<file path="src/rtl/gpio_pulpino_pkg.sv">
// rtl/gpio_pulpino_pkg.sv - shared field positions, state encodings and turn helper for the GPIO endpoint
`timescale 1ns/1ps
package gpio_pulpino_pkg;

    localparam int DATA_LSB        = 0;
    localparam int IN_TURN_LSB     = 8;
    localparam int OUT_TURN_LSB    = 10;
    localparam int OUT_IO_TURN_BIT = 10;
    localparam int WAIT_BIT        = 11;
    localparam int BYTES_PER_WORD  = 4;

    typedef enum logic [1:0] {
        RX_IDLE,
        RX_CAPTURE,
        RX_ACK,
        RX_HOLD
    } rx_state_e;

    typedef enum logic [1:0] {
        TX_IDLE,
        TX_SETUP,
        TX_ADVANCE,
        TX_WAIT_ACK
    } tx_state_e;

    // Turns are 2-bit counters; 3 -> 0 is an ordinary step.
    function automatic logic [1:0] turn_next(input logic [1:0] t);
        return t + 2'd1;
    endfunction

endpackage

</file>
<file path="src/rtl/gpio_sync_bus.sv">
// rtl/gpio_sync_bus.sv - N-stage flop synchroniser applied to a whole bus so its bits stay coherent
`timescale 1ns/1ps
module gpio_sync_bus #(
    parameter int STAGES = 2,
    parameter int WIDTH  = 32
) (
    input  logic             clk,
    input  logic             resetn,
    input  logic [WIDTH-1:0] d,
    output logic [WIDTH-1:0] q
);

    generate
        if (STAGES == 0) begin : g_bypass
            logic unused_clk_rst;
            assign unused_clk_rst = clk & resetn;
            assign q = d;
        end else begin : g_sync
            logic [WIDTH-1:0] stage_q [STAGES];

            always_ff @(posedge clk or negedge resetn) begin
                if (!resetn) begin
                    for (int i = 0; i < STAGES; i++) stage_q[i] <= '0;
                end else begin
                    stage_q[0] <= d;
                    for (int i = 1; i < STAGES; i++) stage_q[i] <= stage_q[i-1];
                end
            end

            assign q = stage_q[STAGES-1];
        end
    endgenerate

endmodule

</file>
<file path="src/rtl/gpio_pulpino_endpoint.sv">
// rtl/gpio_pulpino_endpoint.sv - Pulpino-side GPIO byte-handshake endpoint: RX word reassembly and TX word serialisation
`timescale 1ns/1ps
module gpio_pulpino_endpoint
    import gpio_pulpino_pkg::*;
#(
    parameter int pSYNC_STAGES = 2,
    parameter int pACK_TIMEOUT = 1023
) (
    input  logic        clk,
    input  logic        resetn,
    input  logic [31:0] gpio_in,
    output logic [31:0] gpio_out,
    output logic [31:0] rx_word,
    output logic        rx_valid,
    input  logic        rx_ready,
    input  logic [31:0] tx_word,
    input  logic        tx_valid,
    output logic        tx_ready,
    output logic        host_waiting,
    output logic        rx_overrun,
    output logic        tx_timeout,
    input  logic        err_clr
);

    localparam int WAIT_W = (pACK_TIMEOUT < 1) ? 1 : $clog2(pACK_TIMEOUT + 1);
    localparam logic [1:0] LAST_BYTE = 2'(BYTES_PER_WORD - 1);

    logic [31:0] gpio_s;
    logic [7:0]  data_s;
    logic [1:0]  in_turn_s;
    logic        out_io_s;
    logic        unused_gpio_hi;

    gpio_sync_bus #(
        .STAGES (pSYNC_STAGES),
        .WIDTH  (32)
    ) u_sync (
        .clk    (clk),
        .resetn (resetn),
        .d      (gpio_in),
        .q      (gpio_s)
    );

    assign data_s         = gpio_s[DATA_LSB +: 8];
    assign in_turn_s      = gpio_s[IN_TURN_LSB +: 2];
    assign out_io_s       = gpio_s[OUT_IO_TURN_BIT];
    assign host_waiting   = gpio_s[WAIT_BIT];
    assign unused_gpio_hi = ^gpio_s[31:12];

    rx_state_e   rx_state;
    logic [1:0]  rx_cnt;
    logic [1:0]  in_turn;
    logic [1:0]  rx_turn_lat;
    logic [31:0] rx_buf;

    tx_state_e         tx_state;
    logic [1:0]        tx_cnt;
    logic [1:0]        out_turn;
    logic [31:0]       tx_buf;
    logic [7:0]        data_out;
    logic [WAIT_W-1:0] wait_cnt;
    logic [WAIT_W-1:0] wait_nxt;

    assign wait_nxt = wait_cnt + WAIT_W'(1);
    assign gpio_out = {20'd0, out_turn, in_turn, data_out};

    // Bytes assemble in rx_buf; rx_word only changes once a full word exists.
    always_ff @(posedge clk or negedge resetn) begin
        if (!resetn) begin
            rx_state    <= RX_IDLE;
            rx_cnt      <= '0;
            in_turn     <= '0;
            rx_turn_lat <= '0;
            rx_buf      <= '0;
            rx_word     <= '0;
            rx_valid    <= 1'b0;
            rx_overrun  <= 1'b0;
        end else begin
            if (err_clr) rx_overrun <= 1'b0;
            case (rx_state)
                RX_IDLE: begin
                    if (in_turn_s != in_turn && !rx_valid) rx_state <= RX_CAPTURE;
                end
                RX_CAPTURE: begin
                    rx_buf[{rx_cnt, 3'b000} +: 8] <= data_s;
                    rx_turn_lat <= in_turn_s;
                    if (in_turn_s != turn_next(in_turn)) rx_overrun <= 1'b1;
                    rx_state <= RX_ACK;
                end
                RX_ACK: begin
                    in_turn <= rx_turn_lat;
                    rx_cnt  <= rx_cnt + 2'd1;
                    if (rx_cnt == LAST_BYTE) begin
                        rx_word  <= rx_buf;
                        rx_valid <= 1'b1;
                        rx_state <= RX_HOLD;
                    end else begin
                        rx_state <= RX_IDLE;
                    end
                end
                RX_HOLD: begin
                    if (rx_ready) begin
                        rx_valid <= 1'b0;
                        rx_state <= RX_IDLE;
                    end
                end
                default: rx_state <= RX_IDLE;
            endcase
        end
    end

    // The IO side acknowledges by mirroring bit 0 of our out turn.
    always_ff @(posedge clk or negedge resetn) begin
        if (!resetn) begin
            tx_state   <= TX_IDLE;
            tx_cnt     <= '0;
            out_turn   <= '0;
            tx_buf     <= '0;
            data_out   <= '0;
            wait_cnt   <= '0;
            tx_ready   <= 1'b0;
            tx_timeout <= 1'b0;
        end else begin
            if (err_clr) tx_timeout <= 1'b0;
            case (tx_state)
                TX_IDLE: begin
                    tx_ready <= 1'b1;
                    if (tx_valid && tx_ready) begin
                        tx_buf   <= tx_word;
                        tx_cnt   <= '0;
                        tx_ready <= 1'b0;
                        tx_state <= TX_SETUP;
                    end
                end
                TX_SETUP: begin
                    data_out <= tx_buf[{tx_cnt, 3'b000} +: 8];
                    tx_state <= TX_ADVANCE;
                end
                TX_ADVANCE: begin
                    out_turn <= turn_next(out_turn);
                    wait_cnt <= '0;
                    tx_state <= TX_WAIT_ACK;
                end
                TX_WAIT_ACK: begin
                    wait_cnt <= wait_nxt;
                    if (out_io_s == out_turn[0]) begin
                        tx_cnt <= tx_cnt + 2'd1;
                        if (tx_cnt == LAST_BYTE) begin
                            tx_ready <= 1'b1;
                            tx_state <= TX_IDLE;
                        end else begin
                            tx_state <= TX_SETUP;
                        end
                    end else if (pACK_TIMEOUT != 0 && wait_nxt == WAIT_W'(pACK_TIMEOUT)) begin
                        tx_timeout <= 1'b1;
                        tx_ready   <= 1'b1;
                        tx_state   <= TX_IDLE;
                    end
                end
                default: tx_state <= TX_IDLE;
            endcase
        end
    end

endmodule

</file>
<file path="config.mk">
export PLATFORM = sky130hd
export DESIGN_NAME = gpio_pulpino_endpoint
export DESIGN_NICKNAME = d
export VERILOG_FILES = /design/src/rtl/gpio_pulpino_pkg.sv /design/src/rtl/gpio_sync_bus.sv /design/src/rtl/gpio_pulpino_endpoint.sv
export SDC_FILE = /design/constraint.sdc
export NUM_CORES = 1
export LEC_CHECK = 0
export BUFFER_PORTS_ARGS = -buffer_cell sky130_fd_sc_hd__buf_4
export CAP_MARGIN = 30
export CORE_AREA = 2 2 99 173
export DETAILED_ROUTE_END_ITERATION = 16
export DIE_AREA = 0 0 101 175
export PLACE_DENSITY = 0.62
export SLEW_MARGIN = 5
export SYNTH_ARGS = -nofsm -noshare
export SYNTH_HDL_FRONTEND = slang
export SYNTH_SLANG_ARGS = --single-unit
</file>
<file path="constraint.sdc">
create_clock -name clk -period 3.96 [get_ports clk]
set_input_delay 0 -clock clk [delete_from_list [all_inputs] [get_ports clk]]
set_output_delay 0 -clock clk [all_outputs]
set_load 0.05 [all_outputs]
</file>
* After elaboration in Yosys (flattened, before gate mapping)
Index checks and enable logic that the tools add are counted.
** Storage, ports and cells
- Flip-flop bits (word level) :: 156
- Output and inout port bits :: 69
** Operators by class
- Add/subtract/negate cells :: 6
- Equality and inequality tests :: 19
- Shift-type cells :: 3
- Multiplexer cells :: 29
- Reduce and logical (&&, ||, !) cells :: 15
** Operators with widths (count)
- 32-bit bitwise mux :: 1
- 8-bit by 7-bit variable shift with 32-bit output (first input constant) :: 1
- 32-bit by 6-bit variable part select with 8-bit output :: 1
- 8-bit by 7-bit variable part select with 32-bit output :: 1
- 10-bit one-hot mux with 2 select lines :: 1
- 2-bit 2-to-1 mux :: 8
- 2-bit one-hot mux with 4 select lines :: 2
- 1-bit 2-to-1 mux :: 14
- 2-bit equality test (second input constant) :: 6
- 10-bit by 1-bit adder with 10-bit output (second input constant) :: 1
- 10-bit equality test (second input constant) :: 1
- 2-bit != test (second input constant) :: 5
- 3-bit AND reduction :: 3
- 2-bit by 1-bit adder with 2-bit output (second input constant) :: 4
- 2-bit AND reduction :: 4
- 5-bit negation with 7-bit output :: 1
- 3-bit != test (second input constant) :: 2
- 2-bit nonzero test :: 3
- 2-bit by 1-bit equality test with 1-bit output (second input constant) :: 2
- 2-bit logical NOT :: 2
- 2-bit != test :: 2
- 1-bit one-hot mux with 2 select lines :: 2
- 2-bit one-hot mux with 2 select lines :: 1
- 1-bit logical AND :: 2
- 2 further kinds :: 2

* Longest topological paths before layout
Gate-level depths: netlist of run 1.
- Depth in word-level cells :: 5
- Mapped depth :: 6
- Depth with buffers taken out :: 6

* Hierarchy
A second synthesis of run 1 with hierarchy kept.
** Second synthesis, totals
- Cell total of the unflattened synthesis :: 510
- Area, all modules :: 7664.9 um2
** Modules (own cells, without submodules)
- gpio_pulpino_endpoint :: times used 1, cells each 414, area each 5823.1 um2
- gpio_sync_bus :: times used 1, cells each 96, area each 1841.8 um2

* Least setup slack after synthesis of run 1
OpenSTA, ideal clock, no wires.
- Kind :: register -> register
- Start point :: register rx_cnt[0]
- End point :: register rx_buf[10]
- Setup time :: 0.067 ns
- Data arrival time :: 1.859 ns
- Required time :: 3.893 ns
- Path slack :: 2.034 ns
- Stages on the path, launching flop included :: 6
- Path buffers :: 0
- Clock period less this slack :: 1.926 ns
- Path through :: dfrtp_1 > inv_1 > ha_1 > inv_1 > nor4_4 > a22o_1
** On the way
- Cells in the longest elaborated chain, start to end :: 3
- Elaborated cells between the ends (all ways) :: 4
** RTL lines
- start, declared :: line gpio_pulpino_endpoint.sv:51 : logic [1:0] rx_cnt;
- start signal, assigned :: line gpio_pulpino_endpoint.sv:92 : rx_cnt <= rx_cnt + 2'd1;
- 5-bit negation with 7-bit output * :: line gpio_pulpino_endpoint.sv:85 : rx_buf[{rx_cnt, 3'b000} +: 8] <= data_s;
- 8-bit by 7-bit variable part select with 32-bit output or 8-bit by 7-bit variable shift with 32-bit output (tied branches) :: line gpio_pulpino_endpoint.sv:85
- 32-bit bitwise mux * :: line gpio_pulpino_endpoint.sv:85
- end signal, assigned by index :: line gpio_pulpino_endpoint.sv:85
- end, declared :: line gpio_pulpino_endpoint.sv:54 : logic [31:0] rx_buf;
Every way passes the cells marked *; elsewhere a longest branch is shown, timed or not.
A chain may end at the register's enable or synchronous reset.

* Final worst setup path of run 1
- Start point :: register rx_cnt[0]
- End point :: register rx_buf[20]
The elaborated chain is that of the path after synthesis.

==> summary.json, run 1 <==
{
  "yosys": {
    "synth_cell_types": 45,
    "async_flop_share_pct": 100,
    "synth_edf_count": 0,
    "synth_ff_type": "sky130_fd_sc_hd__dfrtp_1",
    "post_synth_instance_area_um2": 6390,
    "synthCells": 434,
    "synth_sequential_area_ratio_pct": 61.1,
    "ys_ff_latch": 156,
    "synthesis.yosys.warnings": 0,
    "syn_area_per_cell_um2": 14.7
  },
  "cts": {
    "cts_sinks": 156,
    "cts_tree": "done",
    "worst_setup_hold_path_clk_slew_ps": 70,
    "root_buffer_cell": "sky130_fd_sc_hd__clkbuf_16",
    "cts-root-to-sink-buffers": 2,
    "cts-buffers-inserted": 17,
    "post_cts_buffers": 0,
    "h-tree-depth": 4,
    "worstSkewPairLatency_ps": 410
  },
  "drt": {
    "detailroute.via_count": 3919,
    "antenna_violating_nets_post_route": 0,
    "drc": 0,
    "drt_first_pass_iters": 4,
    "drt_first_iter_violations": 92,
    "routed_via_density": 4.95,
    "wl_per_cell_um": 16.4,
    "wl_um": 13000
  },
  "power_and_ir_drop": {
    "ir_worst_vdd_mv": 0.339,
    "power_leakage_nw": 4.02,
    "power.density_cell_area_nw_per_um2": 628
  },
  "layout": {
    "finalCoreUtilization_pct": 51.3,
    "syn_to_final_growth_pct": 30.8,
    "number_of_nets_at_the_end_of_the_flow": 669,
    "antenna_cells_inserted": 0,
    "final_layout_size_suffix_gt1_share_pct": 38.3
  },
  "worst_setup_path": {
    "start_kind": "flop",
    "setup.reg_to_reg.worst_slack_ps": 1730,
    "worst_setup_path_startpoint": "rx_cnt[0]",
    "critPathKind": "reg2reg",
    "r2r_startpoint": "rx_cnt[0]",
    "crit_end_category": "flop",
    "worstPathArrival_ps": 2570,
    "worst_ep_required_time_ps": 4300,
    "timing.rr.end": "rx_buf[20]",
    "r2r.worst_path.cells": 5,
    "critPathMaxFanout": 8,
    "setup.worst_path.end": "rx_buf[20]"
  },
  "placed_design": {
    "routability_driven_placement_congestion_ratio": 0.732,
    "placement.io_buffers": 97,
    "hpwlAfterDp_um": 8980
  },
  "timing": {
    "final.hold.worst_slack_ps": 243,
    "final-max-slew-violation-count": 0,
    "post-route-period-util_pct": 56.3,
    "timing_hold_violations_final": 0,
    "layout_min_cycle_time_ps": 2230,
    "maxSlewHeadroom_pct": 43.7,
    "fmaxAchievable_mhz": 449,
    "skew_ps": 8.28,
    "setup-tns-final_ps": 0,
    "timing_worst_slew_pin_value_ps": 844,
    "unrepaired_setup_endpoints_after_global_routing": "no",
    "finalSetupViolCount": 0
  },
  "global_route": {
    "antenna_found_initial": 0,
    "grt_first_pass_wirelength_um": 21200,
    "grt_start_max_net_pins": 98,
    "grt_pass1_vias": 4364,
    "global_route.overflow_total": 0,
    "global_route.usage.total_pct": 15.4
  },
  "floorplan": {
    "fp.dieArea_um2": 17700,
    "initial_utilization_pct": 39.2,
    "die_h_um": 175,
    "die_x_um": 101,
    "row_count": 62,
    "core_area_um2": 16300,
    "top_level_ports": 138
  },
  "status": {
    "status": "finished, final reports clean"
  },
  "worst_hold_path": {
    "worst_hold_path_type": "in2async"
  },
  "run": {
    "drv.max_cap_violation_count": 0
  }
}
-- layer usage --
metal	vias to the layer above	GRT usage, %	wire (µm)
met5	-	0	0
met4	0	5.41	215
met3	11	3.52	450
met2	98	29.3	7500
met1	1993	16.2	4850
li1	1817	-	-
-- metrics by stage --
stage | total power [W] | std cells | cell area [µm²] | setup WS [ps]
global placement | 0.00345 | 712 | 7250 | 1830
CTS | 0.00531 | 792 | 8360 | 1730
floorplan | 0.00314 | 453 | 6460 | 2030
detailed placement | 0.00352 | 712 | 7250 | 1760
finish | 0.00525 | 792 | 8360 | 1730
global route | 0.00551 | 792 | 8360 | 1560
-- critical path: stages, from the launching register on --
cell                      delay, ps
sky130_fd_sc_hd__dfrtp_1        530
sky130_fd_sc_hd__inv_1          250
sky130_fd_sc_hd__ha_1           490
sky130_fd_sc_hd__inv_1          160
sky130_fd_sc_hd__nor4_4         520
sky130_fd_sc_hd__a22o_1         210
-- final cells by class --
| class | instances | area (µm²) |
|---|---|---|
| Clock buffer | 17 | 425 |
| Clock inverter | 15 | 203 |
| Fill cell | 1406 | 7930 |
| Inverter | 10 | 37.5 |
| Multi-Input combinational cell | 253 | 2300 |
| Sequential cell | 156 | 3900 |
| Tap cell | 192 | 240 |
| Timing Repair Buffer | 149 | 1240 |
-- worst min path at each step --
stage | start | endpoint | slack [ps]
finish | resetn | rx_word[12] | 240
global route | gpio_in[8] | u_sync.g_sync.stage_q[40] | 220
CTS | gpio_in[3] | u_sync.g_sync.stage_q[35] | 220
detailed placement | gpio_in[6] | u_sync.g_sync.stage_q[38] | 110
global placement | gpio_in[6] | u_sync.g_sync.stage_q[38] | 110
floorplan | resetn | data_out[0] | -300
-- logic make-up after synthesis --
group	count (synthesis)	share of synthesized area, %
flops	156	61.1
other cells	1	0.0587
buf+inv	44	3.92
compound gates	60	7.42
mux	86	16.6
xor+xnor	16	2.19
simple gates	58	6.19
fa+ha+maj	13	2.55
-- layout by cell type, fill, tap and decap left out, types with 3 or more instances in the layout --
cell type                       instances
sky130_fd_sc_hd__a21boi_0               3
sky130_fd_sc_hd__a21o_1                 4
sky130_fd_sc_hd__a22o_1                33
sky130_fd_sc_hd__buf_4                100
sky130_fd_sc_hd__bufinv_16              3
sky130_fd_sc_hd__clkbuf_16             17
sky130_fd_sc_hd__clkinv_4               3
sky130_fd_sc_hd__conb_1                20
sky130_fd_sc_hd__dfrtp_1              156
sky130_fd_sc_hd__dlygate4sd3_1         48
sky130_fd_sc_hd__ha_1                  13
sky130_fd_sc_hd__inv_1                 10
sky130_fd_sc_hd__inv_6                  5
sky130_fd_sc_hd__mux2_2                77
sky130_fd_sc_hd__mux4_2                 8
sky130_fd_sc_hd__nand2_1               18
sky130_fd_sc_hd__nand2_2                3
sky130_fd_sc_hd__nand2b_1               4
sky130_fd_sc_hd__nand3_1                5
sky130_fd_sc_hd__nor2_1                 6
sky130_fd_sc_hd__nor3b_1                5
sky130_fd_sc_hd__nor4_4                 3
sky130_fd_sc_hd__o21ai_0                8
sky130_fd_sc_hd__xnor2_1                8
sky130_fd_sc_hd__xor2_1                 8
-- registers in the layout (all words and copies together), names as in the netlist, 8 cells and up --
name                   cells
u_sync.g_sync.stage_q     12
u_sync.q                  12
rx_word                   32
data_out                   8
wait_cnt                  10
tx_buf                    32
rx_buf                    32
-- what timing repair did --
item | CTS | global route
hold buffers | 48 | 0
resized for setup | 0 | 0
endpoints found under the hold margin | 145 | 0
-- cells in the mapped netlist (5+ instances only) --
cell | count | area, µm²
sky130_fd_sc_hd__xor2_1 | 8 | 70.1
sky130_fd_sc_hd__nand3_1 | 5 | 25.0
sky130_fd_sc_hd__mux4_2 | 8 | 180
sky130_fd_sc_hd__nand2_1 | 18 | 67.6
sky130_fd_sc_hd__dfrtp_1 | 156 | 3900
sky130_fd_sc_hd__inv_1 | 10 | 37.5
sky130_fd_sc_hd__mux2_2 | 77 | 867
sky130_fd_sc_hd__a22o_1 | 33 | 289
sky130_fd_sc_hd__clkbuf_1 | 5 | 18.8
sky130_fd_sc_hd__o21ai_0 | 8 | 40.0
sky130_fd_sc_hd__xnor2_1 | 8 | 70.1
sky130_fd_sc_hd__buf_4 | 21 | 158
sky130_fd_sc_hd__buf_2 | 5 | 25.0
sky130_fd_sc_hd__ha_1 | 13 | 163
sky130_fd_sc_hd__nor3b_1 | 5 | 37.5
sky130_fd_sc_hd__nor2_1 | 6 | 22.5
-- power by group --
group,total (W),switching (W),internal (W)
combinational,0.00138,0.000757,0.000628
sequential,0.00213,0.000227,0.00191
clock,0.00173,0.000717,0.00102
total,0.00525,0.00170,0.00355
No activity file was read; power rests on OpenSTA's default activity.
==> run 2: changes to the inputs <==
--- a/config.mk
+++ b/config.mk
@@ -10,7 +10,7 @@
 export CORE_AREA = 2 2 99 173
 export DETAILED_ROUTE_END_ITERATION = 16
 export DIE_AREA = 0 0 101 175
-export PLACE_DENSITY = 0.62
+export PLACE_DENSITY = 0.64
 export SLEW_MARGIN = 5
 export SYNTH_ARGS = -nofsm -noshare
 export SYNTH_HDL_FRONTEND = slang
==> constraint.sdc (replaced) <==
create_clock -name clk -period 1.8 [get_ports clk]
set_input_delay 0 -clock clk [delete_from_list [all_inputs] [get_ports clk]]
set_output_delay 0 -clock clk [all_outputs]
set_load 0.05 [all_outputs]
==> run 2 against run 1 <==
  * Clock skew rose by 0.57 ps
  * First-iteration DRC count fell by 23%
  * Non-clock buffer count rose by 14
  * Critical path type unchanged
  * Final cell count rose by 1.8%
  * Register-to-register slack got worse by 1700 ps
  * Die area did not move
  * Design area rose by 2.0%
  * Total power rose by 120%
==> summary.json, run 2 (synthesis results as in run 1) <==
{
  "timing": {
    "post-route-period-util": {"value": 96.1, "unit": "%", "change": "was 56.3%"},
    "timing_worst_slew_pin_value": {"value": 540, "unit": "ps", "change": "was 844 ps"},
    "final.hold.worst_slack": {"value": 59.3, "unit": "ps", "change": "was 243 ps"},
    "setup_slack": {"value": 69.4, "unit": "ps", "change": "was 1730 ps"},
    "finalSetupViolCount": {"value": 0, "change": "unchanged"},
    "setup-tns-final": {"value": 0, "unit": "ps", "change": "unchanged"},
    "fmaxAchievable": {"value": 578, "unit": "MHz", "change": "was 449 MHz"},
    "skew": {"value": 8.85, "unit": "ps", "change": "was 8.28 ps"},
    "layout_min_cycle_time": {"value": 1730, "unit": "ps", "change": "was 2230 ps"},
    "unrepaired_setup_endpoints_after_global_routing": {"value": "yes", "change": "was no"},
    "final-max-slew-violation-count": {"value": 0, "change": "unchanged"},
    "maxSlewHeadroom": {"value": 64.0, "unit": "%", "change": "was 43.7%"},
    "timing_hold_violations_final": {"value": 0, "change": "unchanged"}
  },
  "placed_design": {
    "placement.io_buffers": {"value": 97, "change": "unchanged"},
    "preCtsSetupSlack": {"value": 7.10, "unit": "ps", "change": "was 1760 ps"},
    "hpwlAfterDp": {"value": 9310, "unit": "µm", "change": "was 8980 µm"},
    "dp.cells": {"value": 722, "change": "was 712"},
    "routability_driven_placement_congestion_ratio": {"value": 0.808, "change": "was 0.732"}
  },
  "worst_setup_path": {
    "worst_ep_required_time": {"value": 2110, "unit": "ps", "change": "was 4300 ps"},
    "critPathKind": {"value": "reg2reg", "change": "unchanged"},
    "critPathMaxFanout": {"value": 4, "change": "was 8"},
    "start_kind": {"value": "flop", "change": "unchanged"},
    "crit_end_category": {"value": "flop", "change": "unchanged"},
    "setup.reg_to_reg.worst_slack": {"value": 70, "unit": "ps", "change": "was 1730 ps"},
    "timing.rr.end": {"value": "tx_ready", "change": "was rx_buf[20]"},
    "r2r_startpoint": {"value": "wait_cnt[1]", "change": "was rx_cnt[0]"},
    "r2r.worst_path.cells": {"value": 6, "change": "was 5"},
    "worstPathArrival": {"value": 2040, "unit": "ps", "change": "was 2570 ps"}
  },
  "global_route": {
    "grt_start_max_net_pins": {"value": 65, "change": "was 98"},
    "antenna_found_initial": {"value": 0, "change": "unchanged"},
    "grt_first_pass_wirelength": {"value": 21600, "unit": "µm", "change": "was 21200 µm"},
    "global_route.overflow_total": {"value": 0, "change": "unchanged"},
    "grt_pass1_vias": {"value": 4323, "change": "was 4364"},
    "global_route.usage.total": {"value": 15.9, "unit": "%", "change": "was 15.4%"}
  },
  "cts": {
    "cts-buffers-inserted": {"value": 17, "change": "unchanged"},
    "cts_tree": {"value": "done", "change": "unchanged"},
    "cts-root-to-sink-buffers": {"value": 2, "change": "unchanged"},
    "worstSkewPairLatency": {"value": 420, "unit": "ps", "change": "was 410 ps"},
    "worst_setup_hold_path_clk_slew": {"value": 70, "unit": "ps", "change": "about the same"},
    "root_buffer_cell": {"value": "sky130_fd_sc_hd__clkbuf_16", "change": "unchanged"},
    "h-tree-depth": {"value": 4, "change": "unchanged"},
    "cts_sinks": {"value": 156, "change": "unchanged"}
  },
  "power_and_ir_drop": {
    "power_report.internal_total": {"value": 0.00770, "unit": "W", "change": "was 0.00355 W"},
    "power_leakage": {"value": 4.10, "unit": "nW", "change": "was 4.02 nW"},
    "ir_worst_vdd": {"value": 0.844, "unit": "mV", "change": "was 0.339 mV"},
    "switching_part_of_the_total": {"value": 33.2, "unit": "%", "change": "was 32.4%"},
    "power.combinational.fraction": {"value": 28.4, "unit": "%", "change": "was 26.4%"},
    "pwr-share-seq": {"value": 40.4, "unit": "%", "change": "was 40.6%"},
    "power.density_cell_area": {"value": 1350, "unit": "nW/µm²", "change": "was 628 nW/µm²"},
    "switching_power": {"value": 0.00383, "unit": "W", "change": "was 0.00170 W"},
    "pwr-share-clk": {"value": 31.1, "unit": "%", "change": "was 33.0%"}
  },
  "layout": {
    "most-common-layout-cells": {"value": "sky130_fd_sc_hd__dfrtp_1, sky130_fd_sc_hd__buf_4, sky130_fd_sc_hd__mux2_2, sky130_fd_sc_hd__dlygate4sd3_1, sky130_fd_sc_hd__a22o_1", "change": "unchanged"},
    "fillerInstances": {"value": 1362, "change": "was 1406"},
    "seq_area": {"value": 3900, "unit": "µm²", "change": "unchanged"},
    "syn_to_final_growth": {"value": 33.5, "unit": "%", "change": "was 30.8%"},
    "top_regs": {"value": "rx_buf: 32 flops, rx_word: 32 flops, tx_buf: 32 flops", "change": "unchanged"},
    "area_of_the_multi_input_gates": {"value": 2340, "unit": "µm²", "change": "was 2300 µm²"},
    "finalNonFillerCells": {"value": 806, "change": "was 792"},
    "antenna_cells_inserted": {"value": 0, "change": "unchanged"},
    "final_layout_size_suffix_gt1_share": {"value": 40.4, "unit": "%", "change": "was 38.3%"},
    "number_of_nets_at_the_end_of_the_flow": {"value": 683, "change": "was 669"},
    "layout_commonest_cell": {"value": "sky130_fd_sc_hd__dfrtp_1", "change": "unchanged"}
  },
  "floorplan": {
    "fp.dieArea": {"value": 17700, "unit": "µm²", "change": "unchanged"},
    "core_area": {"value": 16300, "unit": "µm²", "change": "unchanged"},
    "die_x": {"value": 101, "unit": "µm", "change": "unchanged"},
    "initial_utilization": {"value": 39.2, "unit": "%", "change": "unchanged"},
    "top_level_ports": {"value": 138, "change": "unchanged"},
    "die_h": {"value": 175, "unit": "µm", "change": "unchanged"},
    "row_count": {"value": 62, "change": "unchanged"}
  },
  "status": {
    "status": {"value": "finished, final reports clean", "change": "unchanged"}
  },
  "drt": {
    "wl_per_cell": {"value": 16.4, "unit": "µm", "change": "about the same"},
    "drt_first_iter_violations": {"value": 71, "change": "was 92"},
    "detailroute.via_count": {"value": 4011, "change": "was 3919"},
    "routed_via_density": {"value": 4.98, "change": "was 4.95"},
    "drt_first_pass_iters": {"value": 4, "change": "unchanged"},
    "antenna_violating_nets_post_route": {"value": 0, "change": "unchanged"},
    "wl": {"value": 13200, "unit": "µm", "change": "was 13000 µm"},
    "drc": {"value": 0, "change": "unchanged"}
  },
  "worst_hold_path": {
    "worst_hold_path_type": {"value": "in2async", "change": "unchanged"}
  },
  "run": {
    "drv.max_cap_violation_count": {"value": 0, "change": "unchanged"}
  }
}
==> run 2: changes by cell type in the layout (fill, tap and decap cells not counted), moves of 2 or more <==
cell / change
sky130_fd_sc_hd__ha_1: -2
sky130_fd_sc_hd__buf_4: +9
sky130_fd_sc_hd__bufinv_16: -2
sky130_fd_sc_hd__inv_8: +3
sky130_fd_sc_hd__buf_12: +4
sky130_fd_sc_hd__clkinv_4: -2
==> run 2: timing repair <==
item                                   4_1_cts  5_1_grt
setup endpoints to repair                    1       18
endpoints found under the hold margin      206        0
hold buffers                                48        0
gates resized for setup                      2        5
pin swaps                                    0        4
buffers inserted                             1        3
==> run 2: metal layers <==
metal	global-route usage, %	wire, µm	up-vias
li1	-	-	1844
met1	16.4	4730	2032
met2	28.9	7440	104
met3	4.24	523	31
met4	7.71	508	0
met5	0	0	-
==> run 2: power by group through the flow <==
stage	clock [W]	sequential, W	combinational [W]
finish	0.00359	0.00466	0.00328
global route	0.00386	0.00475	0.00355
CTS	0.00369	0.00465	0.00327
detailed placement	0	0.00472	0.00315
global placement	0	0.00465	0.00306
floorplan	0	0.00510	0.00181
==> run 2: per-stage QoR <==
step	area (µm²)	total power (W)	utilization (%)
finish	8530	0.0115	52.3
detailed placement	7380	0.00787	45.3
floorplan	6460	0.00691	-
global route	8530	0.0122	52.3
CTS	8470	0.0116	52.0
global placement	7380	0.00771	45.3
==> run 2: how the worst max path moves through the flow <==
stage	start	endpoint	slack [ps]	depth (start not counted)
detailed placement	wait_cnt[0]	tx_state[0]	7	5
CTS	wait_cnt[0]	tx_state[0]	30	5
finish	wait_cnt[1]	tx_ready	70	6
floorplan	rx_cnt[0]	rx_buf[10]	50	5
global placement	wait_cnt[0]	tx_state[0]	10	5
global route	wait_cnt[1]	tx_ready	-10	6
==> run 2: worst max-delay path: stages (launching register included) <==
cell                      delay (ps)
sky130_fd_sc_hd__dfrtp_1         410
sky130_fd_sc_hd__buf_6           130
sky130_fd_sc_hd__ha_1            130
sky130_fd_sc_hd__nand2_1          70
sky130_fd_sc_hd__nor4b_2         360
sky130_fd_sc_hd__a21oi_1         190
sky130_fd_sc_hd__o41ai_1         330
==> run 2: layout make-up <==
type                    count  area share [%]
flip-flops and latches    156            45.8
repair buffers            163            16.4
multi-input cells         253            27.5
inverters                  10           0.440
clock inverters            15            2.04
clock buffers              17            4.99
well taps                 192            2.82
==> run 3: changes to the inputs <==
--- a/config.mk
+++ b/config.mk
@@ -7,11 +7,12 @@
 export LEC_CHECK = 0
 export BUFFER_PORTS_ARGS = -buffer_cell sky130_fd_sc_hd__buf_4
 export CAP_MARGIN = 30
-export CORE_AREA = 2 2 99 173
+export CORE_AREA = 2 2 108 189
 export DETAILED_ROUTE_END_ITERATION = 16
-export DIE_AREA = 0 0 101 175
-export PLACE_DENSITY = 0.64
+export DIE_AREA = 0 0 110 191
+export PLACE_DENSITY = 0.61
 export SLEW_MARGIN = 5
 export SYNTH_ARGS = -nofsm -noshare
 export SYNTH_HDL_FRONTEND = slang
+export SYNTH_HIERARCHICAL = 1
 export SYNTH_SLANG_ARGS = --single-unit
==> constraint.sdc (replaced) <==
create_clock -name clk -period 1.83 [get_ports clk]
set_input_delay 0 -clock clk [delete_from_list [all_inputs] [get_ports clk]]
set_output_delay 0 -clock clk [all_outputs]
set_load 0.05 [all_outputs]
==> run 3 against run 2 <==
  * Clock skew rose by 3.2 ps
  * Synthesized cell count rose by 3.7%
  * Core utilization shrank 8.1 points
  * Clock power decreased by 4%
  * Count of clock-buffer cells in the layout increased by 1
  * Register-to-register slack is essentially flat
  * Sequential share of layout area shrank 0.47 points
  * Sequential power shrank 2%
  * Design area rose by 1.1%
  * Largest cell class unchanged
  * Largest power group unchanged
==> summary.json, run 3 <==
{
  "floorplan": {
    "fp.dieArea": {"value": 21000, "unit": "µm²", "change": "was 17700 µm²"},
    "initial_utilization": {"value": 33.4, "unit": "%", "change": "was 39.2%"},
    "core_area": {"value": 19500, "unit": "µm²", "change": "was 16300 µm²"},
    "die_x": {"value": 110, "unit": "µm", "change": "was 101 µm"},
    "die_h": {"value": 191, "unit": "µm", "change": "was 175 µm"},
    "top_level_ports": {"value": 138, "change": "unchanged"},
    "row_count": {"value": 68, "change": "was 62"}
  },
  "placed_design": {
    "placement.io_buffers": {"value": 97, "change": "unchanged"},
    "routability_driven_placement_congestion_ratio": {"value": 0.754, "change": "was 0.808"},
    "hpwlAfterDp": {"value": 9740, "unit": "µm", "change": "was 9310 µm"},
    "dp.cells": {"value": 785, "change": "was 722"}
  },
  "worst_setup_path": {
    "start_kind": {"value": "flop", "change": "unchanged"},
    "cpPeakStageDelay": {"value": 410, "unit": "ps", "change": "about the same"},
    "worst_ep_required_time": {"value": 2140, "unit": "ps", "change": "was 2110 ps"},
    "critical_path_buf_inv_count": {"value": 2, "change": "was 1"},
    "crit_path_top_delay_cell": {"value": "sky130_fd_sc_hd__dfrtp_2", "change": "was sky130_fd_sc_hd__dfrtp_1"},
    "worstPathArrival": {"value": 2070, "unit": "ps", "change": "was 2040 ps"},
    "timing.critical_path.max_delay_family": {"value": "compound AO/OA/AOI/OAI gates", "change": "unchanged"},
    "crit_end_category": {"value": "flop", "change": "unchanged"},
    "critPathKind": {"value": "reg2reg", "change": "unchanged"},
    "timing.critical_path.cells": {"value": "inv_1 -> ha_1 -> a21boi_0 -> buf_4 -> o32a_1 -> nor3b_1", "change": "was buf_6 -> ha_1 -> nand2_1 -> nor4b_2 -> a21oi_1 -> o41ai_1"},
    "critPathMaxFanout": {"value": 6, "change": "was 4"}
  },
  "timing": {
    "timing_worst_slew_pin_value": {"value": 535, "unit": "ps", "change": "was 540 ps"},
    "fmaxAchievable": {"value": 568, "unit": "MHz", "change": "was 578 MHz"},
    "finalSetupViolCount": {"value": 0, "change": "unchanged"},
    "post-route-period-util": {"value": 96.2, "unit": "%", "change": "was 96.1%"},
    "layout_min_cycle_time": {"value": 1760, "unit": "ps", "change": "was 1730 ps"},
    "final.hold.worst_slack": {"value": 68.5, "unit": "ps", "change": "was 59.3 ps"},
    "maxSlewHeadroom": {"value": 64.3, "unit": "%", "change": "was 64.0%"},
    "final-max-slew-violation-count": {"value": 0, "change": "unchanged"},
    "timing_hold_violations_final": {"value": 0, "change": "unchanged"},
    "skew": {"value": 12.1, "unit": "ps", "change": "was 8.85 ps"}
  },
  "cts": {
    "cts_tree": {"value": "done", "change": "unchanged"},
    "h-tree-depth": {"value": 4, "change": "unchanged"},
    "cts-buffers-inserted": {"value": 17, "change": "unchanged"},
    "cts-root-to-sink-buffers": {"value": 2, "change": "unchanged"},
    "worstSkewPairLatency": {"value": 420, "unit": "ps", "change": "about the same"},
    "cts_sinks": {"value": 156, "change": "unchanged"},
    "worst_setup_hold_path_clk_slew": {"value": 70, "unit": "ps", "change": "about the same"},
    "root_buffer_cell": {"value": "sky130_fd_sc_hd__clkbuf_16", "change": "unchanged"}
  },
  "global_route": {
    "global_route.usage.total": {"value": 13.6, "unit": "%", "change": "was 15.9%"},
    "grt_first_pass_wirelength": {"value": 21900, "unit": "µm", "change": "was 21600 µm"},
    "antenna_found_initial": {"value": 0, "change": "unchanged"},
    "global_route.overflow_total": {"value": 0, "change": "unchanged"},
    "grt_start_max_net_pins": {"value": 61, "change": "was 65"},
    "grt_pass1_vias": {"value": 4305, "change": "was 4323"}
  },
  "power_and_ir_drop": {
    "ir_worst_vdd": {"value": 0.793, "unit": "mV", "change": "was 0.844 mV"},
    "power.density_cell_area": {"value": 1320, "unit": "nW/µm²", "change": "was 1350 nW/µm²"},
    "p_total": {"value": 0.0113, "unit": "W", "change": "was 0.0115 W"},
    "power_leakage": {"value": 4.16, "unit": "nW", "change": "was 4.10 nW"}
  },
  "layout": {
    "fillerInstances": {"value": 1738, "change": "was 1362"},
    "syn_to_final_growth": {"value": 32.3, "unit": "%", "change": "was 33.5%"},
    "top_regs": {"value": "rx_buf: 32 flops, rx_word: 32 flops, tx_buf: 32 flops", "change": "unchanged"},
    "final_layout_size_suffix_gt1_share": {"value": 41.0, "unit": "%", "change": "was 40.4%"},
    "antenna_cells_inserted": {"value": 0, "change": "unchanged"},
    "layout_commonest_cell": {"value": "sky130_fd_sc_hd__dfrtp_1", "change": "unchanged"},
    "finalNonFillerCells": {"value": 867, "change": "was 806"},
    "number_of_nets_at_the_end_of_the_flow": {"value": 691, "change": "was 683"},
    "most-common-layout-cells": {"value": "sky130_fd_sc_hd__dfrtp_1, sky130_fd_sc_hd__buf_4, sky130_fd_sc_hd__mux2_2, sky130_fd_sc_hd__dlygate4sd3_1, sky130_fd_sc_hd__a22o_1", "change": "unchanged"}
  },
  "drt": {
    "drt_first_pass_iters": {"value": 4, "change": "unchanged"},
    "drc": {"value": 0, "change": "unchanged"},
    "drt_first_iter_violations": {"value": 110, "change": "was 71"},
    "antenna_violating_nets_post_route": {"value": 0, "change": "unchanged"},
    "detailroute.via_count": {"value": 3994, "change": "was 4011"},
    "wl": {"value": 13400, "unit": "µm", "change": "was 13200 µm"},
    "routed_via_density": {"value": 4.61, "change": "was 4.98"},
    "wl_per_cell": {"value": 15.5, "unit": "µm", "change": "was 16.4 µm"}
  },
  "status": {
    "status": {"value": "finished, final reports clean", "change": "unchanged"}
  },
  "yosys": {
    "post_synth_instance_area": {"value": 6510, "unit": "µm²", "change": "was 6390 µm²"},
    "syn_area_per_cell": {"value": 14.5, "unit": "µm²", "change": "was 14.7 µm²"},
    "synthCells": {"value": 450, "change": "was 434"},
    "synthesis.yosys.warnings": {"value": 6, "change": "was 0"}
  },
  "run": {
    "drv.max_cap_violation_count": {"value": 0, "change": "unchanged"}
  },
  "worst_hold_path": {
    "worst_hold_path_type": {"value": "in2async", "change": "unchanged"}
  }
}
-- run 3: area by class of cell --
class                   instances  area [µm²]  share of cell area (%)
well taps                     245         307                    3.56
clock buffers                  18         439                    5.10
repair buffers                167        1430                    16.6
multi-input cells             255        2340                    27.2
clock inverters                14         153                    1.77
inverters                      12        45.0                   0.523
flip-flops and latches        156        3910                    45.3
-- run 3: worst paths after layout --
| path | start | end | slack (ps) | cells after the start |
|---|---|---|---|---|
| max in group asynchronous | resetn | tx_state[0] | 1090 | 3 |
| min in group clk | gpio_in[10] | u_sync/g_sync.stage_q[42] | 240 | 2 |
| setup / recovery | tx_state[0] | tx_state[0] | 70 | 6 |
| hold / removal | resetn | tx_buf[10] | 70 | 2 |
| setup reg to reg | tx_state[0] | tx_state[0] | 70 | 6 |
| hold reg to reg | u_sync/g_sync.stage_q[32] | u_sync/q[0] | 350 | 0 |
-- run 3: worst reg2reg max path, stage by stage, from the launching register on --
cell and delay [ps]:
sky130_fd_sc_hd__dfrtp_2 410, sky130_fd_sc_hd__inv_1 110, sky130_fd_sc_hd__ha_1 270, sky130_fd_sc_hd__a21boi_0 140
sky130_fd_sc_hd__buf_4 170, sky130_fd_sc_hd__o32a_1 350, sky130_fd_sc_hd__nor3b_1 210
-- run 3: metal layers --
metal / routed length, µm / global-route usage [%] / vias up
met3: 690 / 3.65 / 18
met5: 0 / 0 / -
met1: 5010 / 14.9 / 1991
li1: - / - / 1876
met4: 236 / 5.11 / 0
met2: 7490 / 24.4 / 109
-- run 3: timing repair --
action                                  in CTS  in global routing
hold endpoints to repair                   206                  0
endpoints found under the setup margin       0                 16
gates resized for setup                      0                  5
setup buffers                                0                  2
hold buffers                                48                  0
-- run 3: through the flow --
step	util, %	worst slack (ps)	setup TNS (ps)	instance area [µm²]
2_1_floorplan	-	39.8	0	6590
3_3_place_gp	38.6	92.9	0	7510
3_5_place_dp	38.6	75.6	0	7510
4_1_cts	44.1	45.6	0	8590
5_1_grt	44.2	-21.0	-21.0	8620
6_report	44.2	70.0	0	8620
-- run 3: where the power goes --
group / leakage [nW] / switching (W) / internal (W) / total, W
combinational: 1.86 / 0.00174 / 0.00156 / 0.00330
sequential: 2.01 / 0.000454 / 0.00413 / 0.00459
clock: 0.288 / 0.00150 / 0.00196 / 0.00346
total: 4.16 / 0.00369 / 0.00765 / 0.0113
